[src/rtl/vga_pattern_gen_if.sv]
`default_nettype none
// ============================================================================
// Module   : vga_pattern_gen_if
// Brief    : Video output bundle (syncs, position, colour, frame marker).
// Revision : 1.0
// ============================================================================
interface vga_pattern_gen_if;
  logic       vga_h_sync;
  logic       vga_v_sync;
  logic       inDisplayArea;
  logic [9:0] CounterX;
  logic [9:0] CounterY;
  logic       red;
  logic       green;
  logic       blue;
  logic       frame_start;

  modport master (
    output vga_h_sync, vga_v_sync, inDisplayArea, CounterX, CounterY,
           red, green, blue, frame_start
  );

  modport slave (
    input  vga_h_sync, vga_v_sync, inDisplayArea, CounterX, CounterY,
           red, green, blue, frame_start
  );
endinterface
`default_nettype wire

[src/rtl/vga_pattern_gen.sv]
`default_nettype none
// ============================================================================
// Module   : vga_pattern_gen
// Brief    : 640x480@60 VGA timing plus debounced test-pattern source.
//            Optional macro VGA_PATTERN_BORDER_EN adds a 1-pixel white border.
// Revision : 1.0
// ============================================================================
module vga_pattern_gen #(
  parameter int H_ACTIVE   = 640,
  parameter int H_FP       = 16,
  parameter int H_SYNC     = 96,
  parameter int H_BP       = 48,
  parameter int V_ACTIVE   = 480,
  parameter int V_FP       = 10,
  parameter int V_SYNC     = 2,
  parameter int V_BP       = 33,
  parameter int DEB_CYCLES = 250000
) (
  input  wire logic          clk,
  input  wire logic          reset,
  input  wire logic          sw_cc,
  input  wire logic          sw_cp,
  input  wire logic          sw_p1,
  input  wire logic          sw_p2,
  input  wire logic          sw_p3,
  vga_pattern_gen_if.master  vga
);

  localparam int H_T   = H_ACTIVE + H_FP + H_SYNC + H_BP;
  localparam int V_T   = V_ACTIVE + V_FP + V_SYNC + V_BP;
  localparam int CNT_W = $clog2(DEB_CYCLES + 1);

  localparam logic [9:0] c_H_LAST   = 10'(H_T - 1);
  localparam logic [9:0] c_V_LAST   = 10'(V_T - 1);
  localparam logic [9:0] c_H_ACT    = 10'(H_ACTIVE);
  localparam logic [9:0] c_V_ACT    = 10'(V_ACTIVE);
  localparam logic [9:0] c_HS_START = 10'(H_ACTIVE + H_FP);
  localparam logic [9:0] c_HS_END   = 10'(H_ACTIVE + H_FP + H_SYNC);
  localparam logic [9:0] c_VS_START = 10'(V_ACTIVE + V_FP);
  localparam logic [9:0] c_VS_END   = 10'(V_ACTIVE + V_FP + V_SYNC);

  // Button debounce: index 0 = colour cycle, index 1 = pattern cycle.
  logic [1:0] w_btn;
  logic [1:0] w_press;
  assign w_btn = {sw_cp, sw_cc};

  for (genvar i = 0; i < 2; i++) begin : g_deb
    logic             sync1_q, sync2_q, stable_q, ev_q;
    logic [CNT_W-1:0] cnt_q;

    always_ff @(posedge clk) begin
      if (reset) begin
        sync1_q  <= 1'b1;
        sync2_q  <= 1'b1;
        stable_q <= 1'b1;
        ev_q     <= 1'b0;
        cnt_q    <= '0;
      end else begin
        sync1_q <= w_btn[i];
        sync2_q <= sync1_q;
        ev_q    <= 1'b0;
        // Any return to the accepted level restarts the stability count.
        if (sync2_q == stable_q) begin
          cnt_q <= '0;
        end else if (cnt_q == CNT_W'(DEB_CYCLES - 1)) begin
          cnt_q    <= '0;
          stable_q <= sync2_q;
          ev_q     <= ~sync2_q;
        end else begin
          cnt_q <= cnt_q + 1'b1;
        end
      end
    end

    assign w_press[i] = ev_q;
  end

  logic       first_q;
  logic [9:0] x_q, y_q, x_d, y_d;
  logic [2:0] pend_c_q, pend_c_d, act_c_q, act_c_d;
  logic [1:0] pend_p_q, pend_p_d, act_p_q, act_p_d;
  logic       hs_q, vs_q, de_q, fs_q, r_q, g_q, b_q;
  logic       hs_d, vs_d, de_d, fs_d;
  logic [2:0] rgb_d;

  // Position advance; the first cycle after reset holds at the origin.
  always_comb begin
    x_d = x_q;
    y_d = y_q;
    if (!first_q) begin
      if (x_q == c_H_LAST) begin
        x_d = '0;
        y_d = (y_q == c_V_LAST) ? 10'd0 : y_q + 10'd1;
      end else begin
        x_d = x_q + 10'd1;
      end
    end
  end

  always_comb begin
    fs_d     = (x_d == 10'd0) && (y_d == 10'd0);
    act_c_d  = fs_d ? pend_c_q : act_c_q;
    act_p_d  = fs_d ? pend_p_q : act_p_q;
    pend_c_d = pend_c_q + {2'b00, w_press[0]};
    pend_p_d = pend_p_q + {1'b0, w_press[1]};
    hs_d     = !((x_d >= c_HS_START) && (x_d < c_HS_END));
    vs_d     = !((y_d >= c_VS_START) && (y_d < c_VS_END));
    de_d     = (x_d < c_H_ACT) && (y_d < c_V_ACT);
    case (act_p_d)
      2'd0:    rgb_d = act_c_d;
      2'd1:    rgb_d = x_d[9:7] ^ act_c_d;
      2'd2:    rgb_d = y_d[8:6] ^ act_c_d;
      default: rgb_d = (x_d[5] ^ y_d[5]) ? act_c_d : ~act_c_d;
    endcase
`ifdef VGA_PATTERN_BORDER_EN
    if (de_d && ((x_d == 10'd0) || (x_d == c_H_ACT - 10'd1) ||
                 (y_d == 10'd0) || (y_d == c_V_ACT - 10'd1)))
      rgb_d = 3'b111;
`endif
    if (!de_d)
      rgb_d = 3'b000;
    rgb_d = rgb_d & {sw_p1, sw_p2, sw_p3};
  end

  always_ff @(posedge clk) begin
    if (reset) begin
      first_q  <= 1'b1;
      x_q      <= '0;
      y_q      <= '0;
      pend_c_q <= 3'd7;
      act_c_q  <= 3'd7;
      pend_p_q <= 2'd0;
      act_p_q  <= 2'd0;
      hs_q     <= 1'b1;
      vs_q     <= 1'b1;
      de_q     <= 1'b0;
      fs_q     <= 1'b0;
      r_q      <= 1'b0;
      g_q      <= 1'b0;
      b_q      <= 1'b0;
    end else begin
      first_q  <= 1'b0;
      x_q      <= x_d;
      y_q      <= y_d;
      pend_c_q <= pend_c_d;
      act_c_q  <= act_c_d;
      pend_p_q <= pend_p_d;
      act_p_q  <= act_p_d;
      hs_q     <= hs_d;
      vs_q     <= vs_d;
      de_q     <= de_d;
      fs_q     <= fs_d;
      r_q      <= rgb_d[2];
      g_q      <= rgb_d[1];
      b_q      <= rgb_d[0];
    end
  end

  assign vga.vga_h_sync    = hs_q;
  assign vga.vga_v_sync    = vs_q;
  assign vga.inDisplayArea = de_q;
  assign vga.CounterX      = x_q;
  assign vga.CounterY      = y_q;
  assign vga.red           = r_q;
  assign vga.green         = g_q;
  assign vga.blue          = b_q;
  assign vga.frame_start   = fs_q;

endmodule
`default_nettype wire

[src/flat_wrapper.sv]
// flat-port wrapper written by rule: the top's interface ports become plain ports
module vga_pattern_gen_flat 
#(
  parameter int H_ACTIVE   = 640,
  parameter int H_FP       = 16,
  parameter int H_SYNC     = 96,
  parameter int H_BP       = 48,
  parameter int V_ACTIVE   = 480,
  parameter int V_FP       = 10,
  parameter int V_SYNC     = 2,
  parameter int V_BP       = 33,
  parameter int DEB_CYCLES = 250000
)
  (clk, reset, sw_cc, sw_cp, sw_p1, sw_p2, sw_p3, vga_vga_h_sync, vga_vga_v_sync, vga_inDisplayArea, vga_CounterX, vga_CounterY, vga_red, vga_green, vga_blue, vga_frame_start);
  vga_pattern_gen_if vga_i ();
  input  wire logic clk;
  input  wire logic reset;
  input  wire logic sw_cc;
  input  wire logic sw_cp;
  input  wire logic sw_p1;
  input  wire logic sw_p2;
  input  wire logic sw_p3;
  output wire logic [$bits(vga_i.vga_h_sync)-1:0] vga_vga_h_sync;
  output wire logic [$bits(vga_i.vga_v_sync)-1:0] vga_vga_v_sync;
  output wire logic [$bits(vga_i.inDisplayArea)-1:0] vga_inDisplayArea;
  output wire logic [$bits(vga_i.CounterX)-1:0] vga_CounterX;
  output wire logic [$bits(vga_i.CounterY)-1:0] vga_CounterY;
  output wire logic [$bits(vga_i.red)-1:0] vga_red;
  output wire logic [$bits(vga_i.green)-1:0] vga_green;
  output wire logic [$bits(vga_i.blue)-1:0] vga_blue;
  output wire logic [$bits(vga_i.frame_start)-1:0] vga_frame_start;
  assign vga_vga_h_sync = vga_i.vga_h_sync;
  assign vga_vga_v_sync = vga_i.vga_v_sync;
  assign vga_inDisplayArea = vga_i.inDisplayArea;
  assign vga_CounterX = vga_i.CounterX;
  assign vga_CounterY = vga_i.CounterY;
  assign vga_red = vga_i.red;
  assign vga_green = vga_i.green;
  assign vga_blue = vga_i.blue;
  assign vga_frame_start = vga_i.frame_start;
  vga_pattern_gen #(.H_ACTIVE(H_ACTIVE), .H_FP(H_FP), .H_SYNC(H_SYNC), .H_BP(H_BP), .V_ACTIVE(V_ACTIVE), .V_FP(V_FP), .V_SYNC(V_SYNC), .V_BP(V_BP), .DEB_CYCLES(DEB_CYCLES)) u_core (.clk(clk), .reset(reset), .sw_cc(sw_cc), .sw_cp(sw_cp), .sw_p1(sw_p1), .sw_p2(sw_p2), .sw_p3(sw_p3), .vga(vga_i));
endmodule
[config.mk]
export PLATFORM = sky130hd
export DESIGN_NAME = vga_pattern_gen_flat
export DESIGN_NICKNAME = d
export VERILOG_FILES = /design/src/rtl/vga_pattern_gen_if.sv /design/src/rtl/vga_pattern_gen.sv /design/src/flat_wrapper.sv
export SDC_FILE = /design/constraint.sdc
export NUM_CORES = 1
export LEC_CHECK = 0
export BUFFER_PORTS_ARGS = -buffer_cell sky130_fd_sc_hd__buf_4
export CELL_PAD_IN_SITES_DETAIL_PLACEMENT = 0
export CELL_PAD_IN_SITES_GLOBAL_PLACEMENT = 1
export CORE_MARGIN = 8
export CORE_UTILIZATION = 46
export DETAILED_ROUTE_END_ITERATION = 8
export PLACE_DENSITY = 0.89
export SYNTH_ARGS = -nofsm -noshare
export SYNTH_HDL_FRONTEND = slang
export SYNTH_SLANG_ARGS = --single-unit
[constraint.sdc]
create_clock -name clk -period 4.2 [get_ports clk]
set_input_delay 0.84 -clock clk [delete_from_list [all_inputs] [get_ports clk]]
set_output_delay 0.84 -clock clk [all_outputs]
set_load 0.03 [all_outputs]
; ---- Word level (Yosys, flattened, before mapping)
; Index checks and enable logic that the tools add are counted.
[word_totals]
ff_bits = 82
input_bits = 7
output_inout_bits = 27
elab_cells = 81
[classes]
addsub = 6
magnitude_cmp = 6
n_eq_ne = 8
n_mux = 11
bitwise_logic = 11
n_reduce_logical = 15
[ops]
columns = op, count
row1 = 10-bit 2-to-1 mux, 5
row2 = 18-bit by 1-bit adder with 18-bit output (second input constant), 2
row3 = 18-bit equality test (second input constant), 2
row4 = 10-bit by 1-bit adder with 10-bit output (second input constant), 2
row5 = 10-bit equality test (second input constant), 2
row6 = 10-bit zero test, 2
row7 = 10-bit < comparator (second input constant), 2
row8 = 10-bit by 9-bit < comparator with 1-bit output (second input constant), 2
row9 = 3-bit OR reduction, 4
row10 = 10-bit >= comparator (second input constant), 1
row11 = 10-bit by 9-bit >= comparator with 1-bit output (second input constant), 1
row12 = 3-bit 2-to-1 mux, 3
row13 = 3-bit one-hot mux with 3 select lines, 1
row14 = 1-bit NOT, 6
row15 = 3-bit bitwise XOR, 2
row16 = 1-bit logical AND, 4
row17 = 2-bit AND reduction, 2
row18 = 3-bit by 1-bit adder with 3-bit output, 1
row19 = 3-bit bitwise AND, 1
row20 = 3-bit NOT, 1
row21 = 2-bit by 1-bit adder with 2-bit output, 1
row22 = 1-bit equality test, 2
row23 = 2-bit by 1-bit equality test with 1-bit output (second input constant), 1
row24 = 2-bit equality test (second input constant), 1
row25 = other kinds (5), 6

; ---- Logic depth before layout (Yosys ltp)
; Gate-level depths: netlist of the first run.
[depth]
word_depth = 12
depth_mapped = 16
mapped_depth_nobuf = 16

; ---- Least setup slack after synthesis of the first run
; Ideal clock, no wire load.
[synth_timing]
path_type = reg-to-reg
startpoint = reg u_core.x_q[0] (netlist: u_core.vga.CounterX[0])
endpoint = reg u_core.b_q (netlist: u_core.vga.blue)
setup_ns = 0.120
arrival_ns = 3.729
t_required_ns = 4.080
setup_slack_ns = 0.351
path_stages_with_launch = 16
n_path_buf = 2
period_less_slack_ns = 3.849
cell_sequence = dfxtp_1 ha_1 nor4b_4 and3_1 buf_4 nand4_1 xor2_1 nand4_2 nor2_4 mux2i_1 inv_1 ha_1 clkbuf_1 nor3b_1 a221o_1 o31a_1
[synth_via]
word_cells_on_any_way = 25
classes_between = add/sub: 1 / order compare: 2 / eq/ne: 3 / mux: 9 / bitwise: 5 / reduce/logical: 5
[synth_rtl]
columns = element, line_no
row1 = from (decl), vga_pattern_gen.sv:79  ; logic [9:0] x_q, y_q, x_d, y_d;
row2 = from (signal assigned), vga_pattern_gen.sv:128  ; x_q <= '0;
row3 = from (signal assigned), vga_pattern_gen.sv:143  ; x_q <= x_d;
row4 = 10-bit by 1-bit adder with 10-bit output / 10-bit equality test (equally long branches), "vga_pattern_gen.sv:95, vga_pattern_gen.sv:91"
row5 = 10-bit 2-to-1 mux, vga_pattern_gen.sv:91  ; if (x_q == c_H_LAST) begin
row6 = 10-bit 2-to-1 mux, vga_pattern_gen.sv:90  ; if (!first_q) begin
row7 = 10-bit zero test, vga_pattern_gen.sv:101  ; fs_d = (x_d == 10'd0) && (y_d == 10'd0);
row8 = 1-bit logical AND *, vga_pattern_gen.sv:101
row9 = 2-bit 2-to-1 mux *, vga_pattern_gen.sv:103  ; act_p_d = fs_d ? pend_p_q : act_p_q;
row10 = net u_core.act_p_d[1], vga_pattern_gen.sv:81  ; logic [1:0] pend_p_q, pend_p_d, act_p_q, act_p_d;
row11 = 2-bit equality test (tied with other cells), vga_pattern_gen.sv:109  ; case (act_p_d)
row12 = 3-bit one-hot mux with 3 select lines *, vga_pattern_gen.sv:109
row13 = 3-bit 2-to-1 mux *, vga_pattern_gen.sv:120  ; if (!de_d)
row14 = 3-bit bitwise AND *, vga_pattern_gen.sv:122  ; rgb_d = rgb_d & {sw_p1, sw_p2, sw_p3};
row15 = to (signal assigned), vga_pattern_gen.sv:155  ; b_q <= rgb_d[0];
row16 = to (decl), vga_pattern_gen.sv:82  ; logic hs_q, vs_q, de_q, fs_q, r_q, g_q, b_q;
; Mark *: on every way through the listed nets, which the timed path passes. The rest lies on a longest branch.
; A chain may end at the register's enable or synchronous reset.

; ---- Worst setup path in the final report of the first run
[layout_timing]
startpoint = reg u_core.x_q[0] (netlist: u_core.vga.CounterX[0])
endpoint = reg u_core.b_q (netlist: u_core.vga.blue)
[layout_via]
elab_chain_len = 11
word_cells_on_any_way = 25
classes_between = add/sub: 1 / order compare: 2 / eq/ne: 3 / mux: 9 / bitwise: 5 / reduce/logical: 5
[layout_rtl]
columns = element, line_no
row1 = 10-bit by 1-bit adder with 10-bit output / 10-bit equality test (equally long branches), "vga_pattern_gen.sv:95, vga_pattern_gen.sv:91"
row2 = 10-bit 2-to-1 mux, vga_pattern_gen.sv:91
row3 = 10-bit 2-to-1 mux, vga_pattern_gen.sv:90
row4 = 10-bit zero test, vga_pattern_gen.sv:101
row5 = 1-bit logical AND, vga_pattern_gen.sv:101
row6 = 3-bit 2-to-1 mux, vga_pattern_gen.sv:102  ; act_c_d = fs_d ? pend_c_q : act_c_q;
row7 = 3-bit NOT, vga_pattern_gen.sv:113  ; default: rgb_d = (x_d[5] ^ y_d[5]) ? act_c_d : ~act_c_d;
row8 = 3-bit 2-to-1 mux, vga_pattern_gen.sv:113
row9 = 3-bit one-hot mux with 3 select lines, vga_pattern_gen.sv:109
row10 = 3-bit 2-to-1 mux *, vga_pattern_gen.sv:120
row11 = 3-bit bitwise AND *, vga_pattern_gen.sv:122
; Every way passes the cells marked *; elsewhere a longest branch is shown, timed or not.

==> impl_metrics.csv, run 1 <==
group,metric,value,unit
outcome,status,"finished clean",
hold_path,whs_path_depth,1,
synth,synth_cell_types,69,
sta,finalSetupTns,0,ps
sta,finalSetupViolCount,0,
sta,fin_skew,8.971,ps
sta,fmax,256.7,MHz
pwr,leakage,1.718,nW
placed_design,dpl.cell_count,599,
clocking,cts_made_buffers,9,
synth,ys.flop_type,"dfxtp_1",
setup_path,rrSetupSlack,300,ps
clocking,cts_tree,"yes",
floorplanning,start_util,0.4634,
synth,synth-seq-cells,82,
clocking,postCtsSetupRepairBufs,0,
finish,fin_area,4656,µm²
finish,antenna_cells,0,
sta,period_share,0.9275,
synth,syn_nets,493,
finish,drive_above_1_share,0.1650,
floorplanning,core,9065,µm²
clocking,cts.sinks,82,
clocking,clkTransAtPathRegs,80,ps
finish,utilization,0.5136,
finish,mostFrequentLayoutCells,"dfxtp_1 (82), nor2_1 (70), buf_4 (40), nand2_1 (31), xor2_1 (28)",
floorplanning,die_h,111.6,µm
floorplanning,dieWidth,111.6,µm
hold_path,hp-start,"u_core.g_deb[1].sync1_q$_SDFF_PP1_",
finish,mostFrequentLayoutCell,"dfxtp_1",
setup_path,r2r-start,"u_core.vga.CounterX[0]$_SDFF_PP0_",
global_routing,grt_util_all_layers,0.1428,
synth,yosysSeqAreaShare,0.3908,
setup_path,path_max_fanout,8,
sta,rsz0062_at_grt,"no",
finish,area_growth,10.84,%
placed_design,numPortBuffers,33,
clocking,htreeDepth,3,
synth,ys_warn_count,0,
global_routing,grt_first_pass_wirelength,14810,µm
setup_path,arrival,4150,ps
sta,hold_viol_final,0,
finish,fin_cells,614,
hold_path,hold_path_end,"u_core.g_deb[1].sync2_q$_SDFF_PP1_",
setup_path,r2r_cells,15,
synth,syn_avg_cell_area,8.843,µm²
synth,postSynthCellCount,475,
drt,routed_wl,8682,µm
clocking,clk_latency,360,ps
drt,vias,3372,
sta,holdWs,411.9,ps
floorplanning,die_area,12440,µm²
setup_path,endpoint_kind,"register",
synth,synth-edff-count,0,
finish,layout.nets,517,
global_routing,grt_antenna_before_repair,0,
hold_path,hold_class,"register to register",
sta,worstMarginPinSlew,824.7,ps
floorplanning,rows,35,
setup_path,required,4450,ps
drt,first_iter_violations,148,
global_routing,grt_pass1_vias,3231,
drt,drt_drc_violations_left,0,
placed_design,placed_area,4454,µm²
floorplanning,ioPinCount,34,
global_routing,grt_max_degree,44,
drt,ant_nets,0,
drt,wire_per_inst,14.14,µm
synth,async_flop_share,0,
pwr,power_density,310.6,nW/µm²
global_routing,gr-total-overflow,0,
placed_design,dp_hpwl,6337,µm
sta,slew_headroom,0.4425,
synth,synth.cell_area,4200,µm²
setup_path,setup.worst_path.class,"register to register",
job,drv_cap,0,
sta,period_minus_slack,3895,ps
clocking,root_buffer,"clkbuf_8",
clocking,clk_path_buf_depth,2,
setup_path,start_kind,"register",
pwr,ir_drop,0.2192,mV
sta,finalMaxSlewViolations,0,
setup_path,rr_endpoint,"u_core.vga.blue$_SDFF_PP0_",
placed_design,gp_congestion,0.8885,
drt,dr.pass1.iters,4,
drt,vias_per_cell,5.492,
## cell usage after synthesis, drive strengths merged, types with 3 or more instances
master,count,area share
nand2,31,0.028
xnor2,20,0.042
clkbuf,10,0.011
and3,12,0.018
nand2b,8,0.012
nand4b,4,0.012
and4b,3,0.0080
or2,9,0.013
buf,17,0.033
nand3,22,0.026
nor3,13,0.015
xor2,28,0.058
nor4b,6,0.018
or3,8,0.012
nand4,13,0.021
o21ai,11,0.013
inv,9,0.0080
and4,3,0.0063
nor2b,7,0.010
mux2,3,0.0089
a21oi,13,0.016
mux2i,7,0.017
o31a,3,0.0063
ha,11,0.033
nor3b,4,0.0071
nor2,71,0.065
dfxtp,82,0.39
a211o,3,0.0066
and2,4,0.0066
nand3b,3,0.0054
nor4,11,0.020
## where the power goes
| part | internal (W) | switching (W) | leakage, nW | total [W] |
|---|---|---|---|---|
| Combinational | 0.0000381 | 0.0000496 | 0.958 | 0.0000876 |
| Sequential | 0.000785 | 0.00000776 | 0.664 | 0.000793 |
| Clock | 0.000289 | 0.000277 | 0.0958 | 0.000566 |
| Total | 0.00111 | 0.000334 | 1.72 | 0.00145 |
## cell families after synthesis
logic type / synth area share
simple gates: 0.3152
mux: 0.02562
xor+xnor: 0.1001
flops: 0.3908
fa+ha+maj: 0.03277
compound gates: 0.08341
buf+inv: 0.05213
## final cells by class
| type | count | area, µm² |
|---|---|---|
| timing repair buffer | 40 | 300.3 |
| clock inverter | 4 | 51.30 |
| inverter | 9 | 33.78 |
| fill | 817 | 4409 |
| sequential | 82 | 1642 |
| clock buffer | 11 | 141.4 |
| multi-input combinational | 357 | 2349 |
| tap | 111 | 138.9 |
## sequential cells by signal, indices dropped and copies added (netlist names)
signal	count
u_core.act_c_q	3
u_core.act_p_q	2
u_core.first_q	1
u_core.g_deb.cnt_q	36
u_core.g_deb.ev_q	2
u_core.g_deb.stable_q	2
u_core.g_deb.sync1_q	2
u_core.g_deb.sync2_q	2
u_core.pend_c_q	3
u_core.pend_p_q	2
u_core.vga.CounterX	10
u_core.vga.CounterY	10
u_core.vga.blue	1
u_core.vga.frame_start	1
u_core.vga.green	1
u_core.vga.inDisplayArea	1
u_core.vga.red	1
u_core.vga.vga_h_sync	1
u_core.vga.vga_v_sync	1
## routing by layer
metal / global-route usage / vias up / part of all wire
met4: 0.06290 / 0 / 0.020
met1: 0.1701 / 1563 / 0.48
li1: - / 1709 / -
met2: 0.2335 / 83 / 0.46
met3: 0.04167 / 17 / 0.045
met5: 0 / - / 0
## how the worst max path moves through the flow
| stage | slack, ps | from | to | cells past startpoint |
|---|---|---|---|---|
| floorplan | 350 | u_core.vga.CounterX[0]$_SDFF_PP0_ | u_core.vga.blue$_SDFF_PP0_ | 15 |
| global route | 9 | u_core.vga.CounterX[0]$_SDFF_PP0_ | u_core.vga.blue$_SDFF_PP0_ | 15 |
| finish | 300 | u_core.vga.CounterX[0]$_SDFF_PP0_ | u_core.vga.blue$_SDFF_PP0_ | 15 |
| global placement | 400 | u_core.vga.CounterX[0]$_SDFF_PP0_ | u_core.vga.blue$_SDFF_PP0_ | 15 |
| CTS | 200 | u_core.vga.CounterX[0]$_SDFF_PP0_ | u_core.vga.blue$_SDFF_PP0_ | 15 |
| detailed placement | 230 | u_core.vga.CounterX[0]$_SDFF_PP0_ | u_core.vga.blue$_SDFF_PP0_ | 15 |
## repair_timing
| action | 4_1_cts | 5_1_grt |
|---|---|---|
| setup endpoints to repair | 0 | 2 |
| hold buffers | 0 | 0 |
| resized for setup | 0 | 3 |
## critical path, stage by stage (launching register included)
cell and delay [ps]:
dfxtp_1 430, ha_1 300, nor4b_4 270, and3_2 320, buf_4 170, mux2i_1 80
o211ai_1 250, nand4_2 180, nor2_4 180, mux2i_2 330, ha_1 280, nor2_1 60
a21oi_1 230, nor3b_1 90, a221o_1 360, o31a_1 270
## stage by stage
stage / setup slack, ps / power, W
after global routing: 8.673 / 0.001503
after CTS: 201.1 / 0.001460
final: 304.5 / 0.001446
after global placement: 399.1 / 0.0008965
after detailed placement: 226.0 / 0.0008982
after floorplan: 351.2 / 0.0008701
(Power assumes the default switching activity.)
==> inputs of run 2 (changes only) <==
--- a/config.mk
+++ b/config.mk
@@ -12,6 +12,8 @@
 export CORE_UTILIZATION = 46
 export DETAILED_ROUTE_END_ITERATION = 8
 export PLACE_DENSITY = 0.89
+export REMOVE_ABC_BUFFERS = 1
+export SLEW_MARGIN = 20
 export SYNTH_ARGS = -nofsm -noshare
 export SYNTH_HDL_FRONTEND = slang
 export SYNTH_SLANG_ARGS = --single-unit
==> impl_metrics.csv, run 2 (synthesis gave the netlist of run 1 again) <==
group,metric,value,unit
floorplanning,die_h,111.6,µm
finish,utilization,0.5182,
global_routing,grt_util_all_layers,0.1429,
placed_design,dp_hpwl,6302,µm
finish,multi_input_area,2356,µm²
placed_design,pre_cts_ws,156.3,ps
sta,fin_skew,15.34,ps
floorplanning,dieWidth,111.6,µm
finish,mostFrequentLayoutCells,"dfxtp_1 (82), nor2_1 (70), buf_4 (39), nand2_1 (31), xor2_1 (28)",
setup_path,slowest_delay,430,ps
setup_path,cpMaxStageDelayCell,"dfxtp_1",
sta,slew_headroom,0.4838,
setup_path,setup.worst_path.class,"register to register",
setup_path,endpoint_kind,"register",
drt,first_iter_violations,196,
global_routing,grt_max_degree,44,
sta,fmax,258.8,MHz
setup_path,r2r-start,"u_core.vga.CounterX[1]$_SDFF_PP0_",
sta,worstMarginPinSlew,763.6,ps
finish,layout.nets,516,
outcome,status,"finished clean",
setup_path,path_max_fanout,6,
sta,period_share,0.9199,
pwr,ir_drop,0.2124,mV
finish,area_growth,11.83,%
setup_path,startpoint,"u_core.vga.CounterX[1]$_SDFF_PP0_",
drt,dr.pass1.iters,5,
clocking,clk_latency,350,ps
placed_design,numPortBuffers,33,
global_routing,grt_antenna_before_repair,0,
clocking,clk_path_buf_depth,2,
sta,finalMaxSlewViolations,0,
clocking,cts_tree,"yes",
drt,vias,3356,
drt,drt_drc_violations_left,0,
setup_path,crit_path_cell_trace,"ha_2 > and4b_1 > and3_1 > o2111ai_1 > nor4b_2 > nand4_2 > nor2_4 > mux2i_2 > ha_1 > nor2_1 > a21oi_1 > nor3b_1 > a221o_1 > o31a_1",
sta,holdWs,416.0,ps
clocking,htreeDepth,3,
setup_path,rrSetupSlack,340,ps
clocking,hold_buffers,0,
setup_path,arrival,4110,ps
floorplanning,rows,35,
global_routing,gr-total-overflow,0,
sta,rsz0062_at_grt,"no",
sta,finalSetupViolCount,0,
clocking,clkTransAtPathRegs,90,ps
drt,wire_per_inst,14.09,µm
setup_path,critPathCapture,"u_core.vga.blue$_SDFF_PP0_",
finish,drive_above_1_share,0.1690,
setup_path,start_kind,"register",
pwr,finalPower,0.001533,W
drt,vias_per_cell,5.466,
finish,largest_register_ffs,36,
drt,ant_nets,0,
finish,antenna_cells,0,
drt,routed_wl,8649,µm
sta,period_minus_slack,3864,ps
global_routing,grt_first_pass_wirelength,14960,µm
pwr,leakage,1.726,nW
clocking,root_buffer,"clkbuf_8",
floorplanning,die_area,12440,µm²
setup_path,rr_endpoint,"u_core.vga.blue$_SDFF_PP0_",
floorplanning,core,9065,µm²
hold_path,hold_class,"register to register",
finish,seq_area,1642,µm²
setup_path,r2r_cells,14,
placed_design,gp_congestion,0.8671,
pwr,power_density,326.4,nW/µm²
global_routing,grt_pass1_vias,3192,
clocking,cts.sinks,82,
sta,hold_viol_final,0,
floorplanning,start_util,0.4634,
sta,finalSetupTns,0,ps
finish,num-fill-cells,856,
sta,setup_ws,336.4,ps
finish,regMostFlops,"u_core.g_deb.cnt_q",
setup_path,required,4450,ps
job,drv_cap,0,
floorplanning,ioPinCount,34,
finish,mostFrequentLayoutCell,"dfxtp_1",
clocking,cts_made_buffers,9,
## run 2: what timing repair did
action	4_1_cts	5_1_grt
gates resized for setup	0	5
setup endpoints to repair	0	2
buffers inserted	0	2
## run 2: worst min path at each step
stage | startpoint | to | slack [ps] | cells after the start
3_5_place_dp | u_core.g_deb[0].sync1_q$_SDFF_PP1_ | u_core.g_deb[0].sync2_q$_SDFF_PP1_ | 400 | 1
4_1_cts | u_core.g_deb[0].sync1_q$_SDFF_PP1_ | u_core.g_deb[0].sync2_q$_SDFF_PP1_ | 420 | 1
3_3_place_gp | u_core.g_deb[0].sync1_q$_SDFF_PP1_ | u_core.g_deb[0].sync2_q$_SDFF_PP1_ | 390 | 1
2_1_floorplan | u_core.g_deb[0].sync1_q$_SDFF_PP1_ | u_core.g_deb[0].sync2_q$_SDFF_PP1_ | 390 | 1
6_report | u_core.g_deb[0].sync1_q$_SDFF_PP1_ | u_core.g_deb[0].sync2_q$_SDFF_PP1_ | 420 | 1
5_1_grt | u_core.g_deb[0].sync1_q$_SDFF_PP1_ | u_core.g_deb[0].sync2_q$_SDFF_PP1_ | 430 | 1
## run 2: layout make-up
cell class	count	area share
clock buffers	9	0.02637
clock inverters	7	0.02344
inverters	9	0.007192
multi-input cells	357	0.5016
flip-flops and latches	82	0.3495
well taps	111	0.02957
repair buffers	39	0.06233
## run 2: critical path, delay by kind of cell (launching register included)
kind | cells | cell delay (ps)
compound gates | 4 | 1020
fa+ha+maj | 2 | 570
flops | 1 | 430
mux | 1 | 340
simple gates | 7 | 1410
## run 2: routing by layer
layer	share of wire	vias up	GRT usage
met4	0.014	0	0.05196
met3	0.052	10	0.03734
met1	0.49	1569	0.1855
met2	0.44	74	0.2226
li1	-	1703	-
met5	0	-	0
## run 2: per-stage QoR
stage	cells	cell area [µm²]
2_1_floorplan	448	4015
3_5_place_dp	596	4432
3_3_place_gp	596	4432
6_report	614	4697
5_1_grt	614	4697
4_1_cts	612	4666
## run 2: power breakdown
group | total, W | internal, W | switching (W)
logic | 0.0000908 | 0.0000408 | 0.0000500
registers | 0.000793 | 0.000785 | 0.00000758
clock network | 0.000650 | 0.000345 | 0.000305
==> inputs of run 3 (changes only) <==
--- a/config.mk
+++ b/config.mk
@@ -9,9 +9,10 @@
 export CELL_PAD_IN_SITES_DETAIL_PLACEMENT = 0
 export CELL_PAD_IN_SITES_GLOBAL_PLACEMENT = 1
 export CORE_MARGIN = 8
-export CORE_UTILIZATION = 46
+export CORE_UTILIZATION = 47
+export CTS_BUF_LIST = sky130_fd_sc_hd__clkbuf_4 sky130_fd_sc_hd__clkbuf_8
 export DETAILED_ROUTE_END_ITERATION = 8
-export PLACE_DENSITY = 0.89
+export PLACE_DENSITY = 0.9
 export REMOVE_ABC_BUFFERS = 1
 export SLEW_MARGIN = 20
 export SYNTH_ARGS = -nofsm -noshare
==> impl_metrics.csv, run 3 (synthesis gave the netlist of run 1 again) <==
group,metric,value,unit
drt,routed_wl,8728,µm
hold_path,hold_class,"register to register",
global_routing,grt_antenna_before_repair,0,
placed_design,dp_hpwl,6270,µm
drt,routed-wl-met3,360,µm
finish,fin_area,4705,µm²
drt,wl_met2,4029,µm
placed_design,dpl.cell_count,596,
global_routing,gr-total-overflow,0,
clocking,htreeDepth,3,
pwr,power_density,323.9,nW/µm²
floorplanning,start_util,0.4840,
floorplanning,rows,34,
setup_path,rrSetupSlack,350,ps
hold_path,hold_path_end,"u_core.g_deb[1].sync2_q$_SDFF_PP1_",
sta,period_minus_slack,3848,ps
clocking,clk_path_buf_depth,2,
setup_path,rr_endpoint,"u_core.vga.blue$_SDFF_PP0_",
clocking,clkTransAtPathRegs,90,ps
setup_path,setup.worst_path.class,"register to register",
floorplanning,ioPinCount,34,
sta,period_share,0.9163,
clocking,cts.sinks,82,
floorplanning,dieWidth,110.5,µm
sta,finalSetupViolCount,0,
global_routing,grt_max_degree,44,
global_routing,grt_pass1_vias,3154,
clocking,cts_tree,"yes",
sta,finalSetupTns,0,ps
setup_path,arrival,4090,ps
drt,top_layer,"met4",
setup_path,start_kind,"register",
setup_path,path_max_fanout,6,
outcome,status,"finished clean",
sta,slew_headroom,0.4687,
sta,worstMarginPinSlew,785.9,ps
clocking,clk_latency,350,ps
drt,vias,3400,
sta,finalMaxSlewViolations,0,
finish,layout.nets,519,
finish,antenna_cells,0,
drt,dr.pass1.iters,4,
global_routing,grt_util_all_layers,0.1409,
clocking,cts_made_buffers,9,
drt,drt_drc_violations_left,0,
finish,fin_cells,614,
sta,rsz0062_at_grt,"no",
finish,regMostFlops,"u_core.g_deb.cnt_q",
setup_path,r2r-start,"u_core.vga.CounterX[1]$_SDFF_PP0_",
finish,mostFrequentLayoutCells,"dfxtp_1 (82), nor2_1 (70), buf_4 (42), nand2_1 (31), xor2_1 (28)",
floorplanning,core,8678,µm²
floorplanning,die_h,110.5,µm
drt,wire_per_inst,14.21,µm
drt,met1_length,4190,µm
setup_path,r2r_cells,14,
finish,drive_above_1_share,0.1759,
finish,num-fill-cells,811,
sta,fmax,259.8,MHz
hold_path,hp-start,"u_core.g_deb[1].sync1_q$_SDFF_PP1_",
setup_path,endpoint_kind,"register",
finish,mostFrequentLayoutCell,"dfxtp_1",
finish,area_growth,12.00,%
pwr,leakage,1.736,nW
drt,first_iter_violations,246,
placed_design,placed_area,4451,µm²
global_routing,grt_first_pass_wirelength,15020,µm
floorplanning,die_area,12220,µm²
hold_path,whs_path_depth,1,
drt,vias_per_cell,5.537,
placed_design,numPortBuffers,33,
pwr,ir_drop,0.1925,mV
job,drv_cap,0,
sta,fin_skew,9.901,ps
sta,hold_viol_final,0,
finish,largest_register_ffs,36,
placed_design,gp_congestion,0.8789,
drt,ant_nets,0,
clocking,hold_buffers,0,
clocking,root_buffer,"clkbuf_8",
setup_path,required,4450,ps
==> run 3: what timing repair did <==
| item | in CTS | in global routing |
|---|---|---|
| setup endpoints to repair | 0 | 2 |
| hold endpoints to repair | 0 | 0 |
| resized for setup | 0 | 5 |
| buffers inserted | 0 | 2 |
==> run 3: layer usage <==
metal / vias up / track usage
li1: 1711 / -
met2: 75 / 0.2258
met1: 1598 / 0.1820
met5: - / 0
met4: 0 / 0.04054
met3: 16 / 0.03517
==> run 3: area by class of cell <==
| class | instances | area, µm² | share of cell area |
|---|---|---|---|
| Multi-Input combinational cell | 357 | 2352 | 0.5000 |
| Clock inverter | 6 | 88.84 | 0.01888 |
| Tap cell | 108 | 135.1 | 0.02872 |
| Sequential cell | 82 | 1642 | 0.3489 |
| Inverter | 9 | 33.78 | 0.007181 |
| Clock buffer | 10 | 137.6 | 0.02926 |
| Timing Repair Buffer | 42 | 315.3 | 0.06702 |
==> run 3: where the power goes <==
part           total (W)  switching [W]  internal [W]
clock network   0.000639       0.000287      0.000352
logic          0.0000923      0.0000510     0.0000413
registers       0.000793     0.00000803      0.000785
==> run 3: worst max-delay path by stage <==
stage                                            startpoint                    endpoint  cells past startpoint
after global routing      u_core.vga.CounterX[0]$_SDFF_PP0_  u_core.vga.blue$_SDFF_PP0_                     14
after CTS                 u_core.vga.CounterX[0]$_SDFF_PP0_  u_core.vga.blue$_SDFF_PP0_                     15
after detailed placement  u_core.vga.CounterX[0]$_SDFF_PP0_  u_core.vga.blue$_SDFF_PP0_                     15
after floorplan           u_core.vga.CounterX[0]$_SDFF_PP0_  u_core.vga.blue$_SDFF_PP0_                     14
final                     u_core.vga.CounterX[1]$_SDFF_PP0_  u_core.vga.blue$_SDFF_PP0_                     14
after global placement    u_core.vga.CounterX[0]$_SDFF_PP0_  u_core.vga.blue$_SDFF_PP0_                     14
==> run 3: stage by stage <==
step / hold slack, ps / power [W] / worst slack (ps) / utilization
floorplan: 389.5 / 0.0008644 / 156.4 / -
global placement: 392.9 / 0.0008929 / 334.4 / 0.5128
detailed placement: 397.5 / 0.0008950 / 127.8 / 0.5128
CTS: 425.6 / 0.001533 / 108.4 / 0.5389
global route: 443.0 / 0.001580 / 21.38 / 0.5421
finish: 417.8 / 0.001524 / 351.6 / 0.5421
==> run 3: critical path, stage by stage, from the launching register on <==
cell and delay [ps]:
dfxtp_1 440, ha_2 300, and4b_2 310, and3_1 170
o2111ai_1 190, nor4b_2 340, nand4_2 180, nor2_4 220
mux2i_2 320, ha_1 280, nor2_1 70, a21oi_1 220
nor3b_1 80, a221o_1 350, o31a_1 280
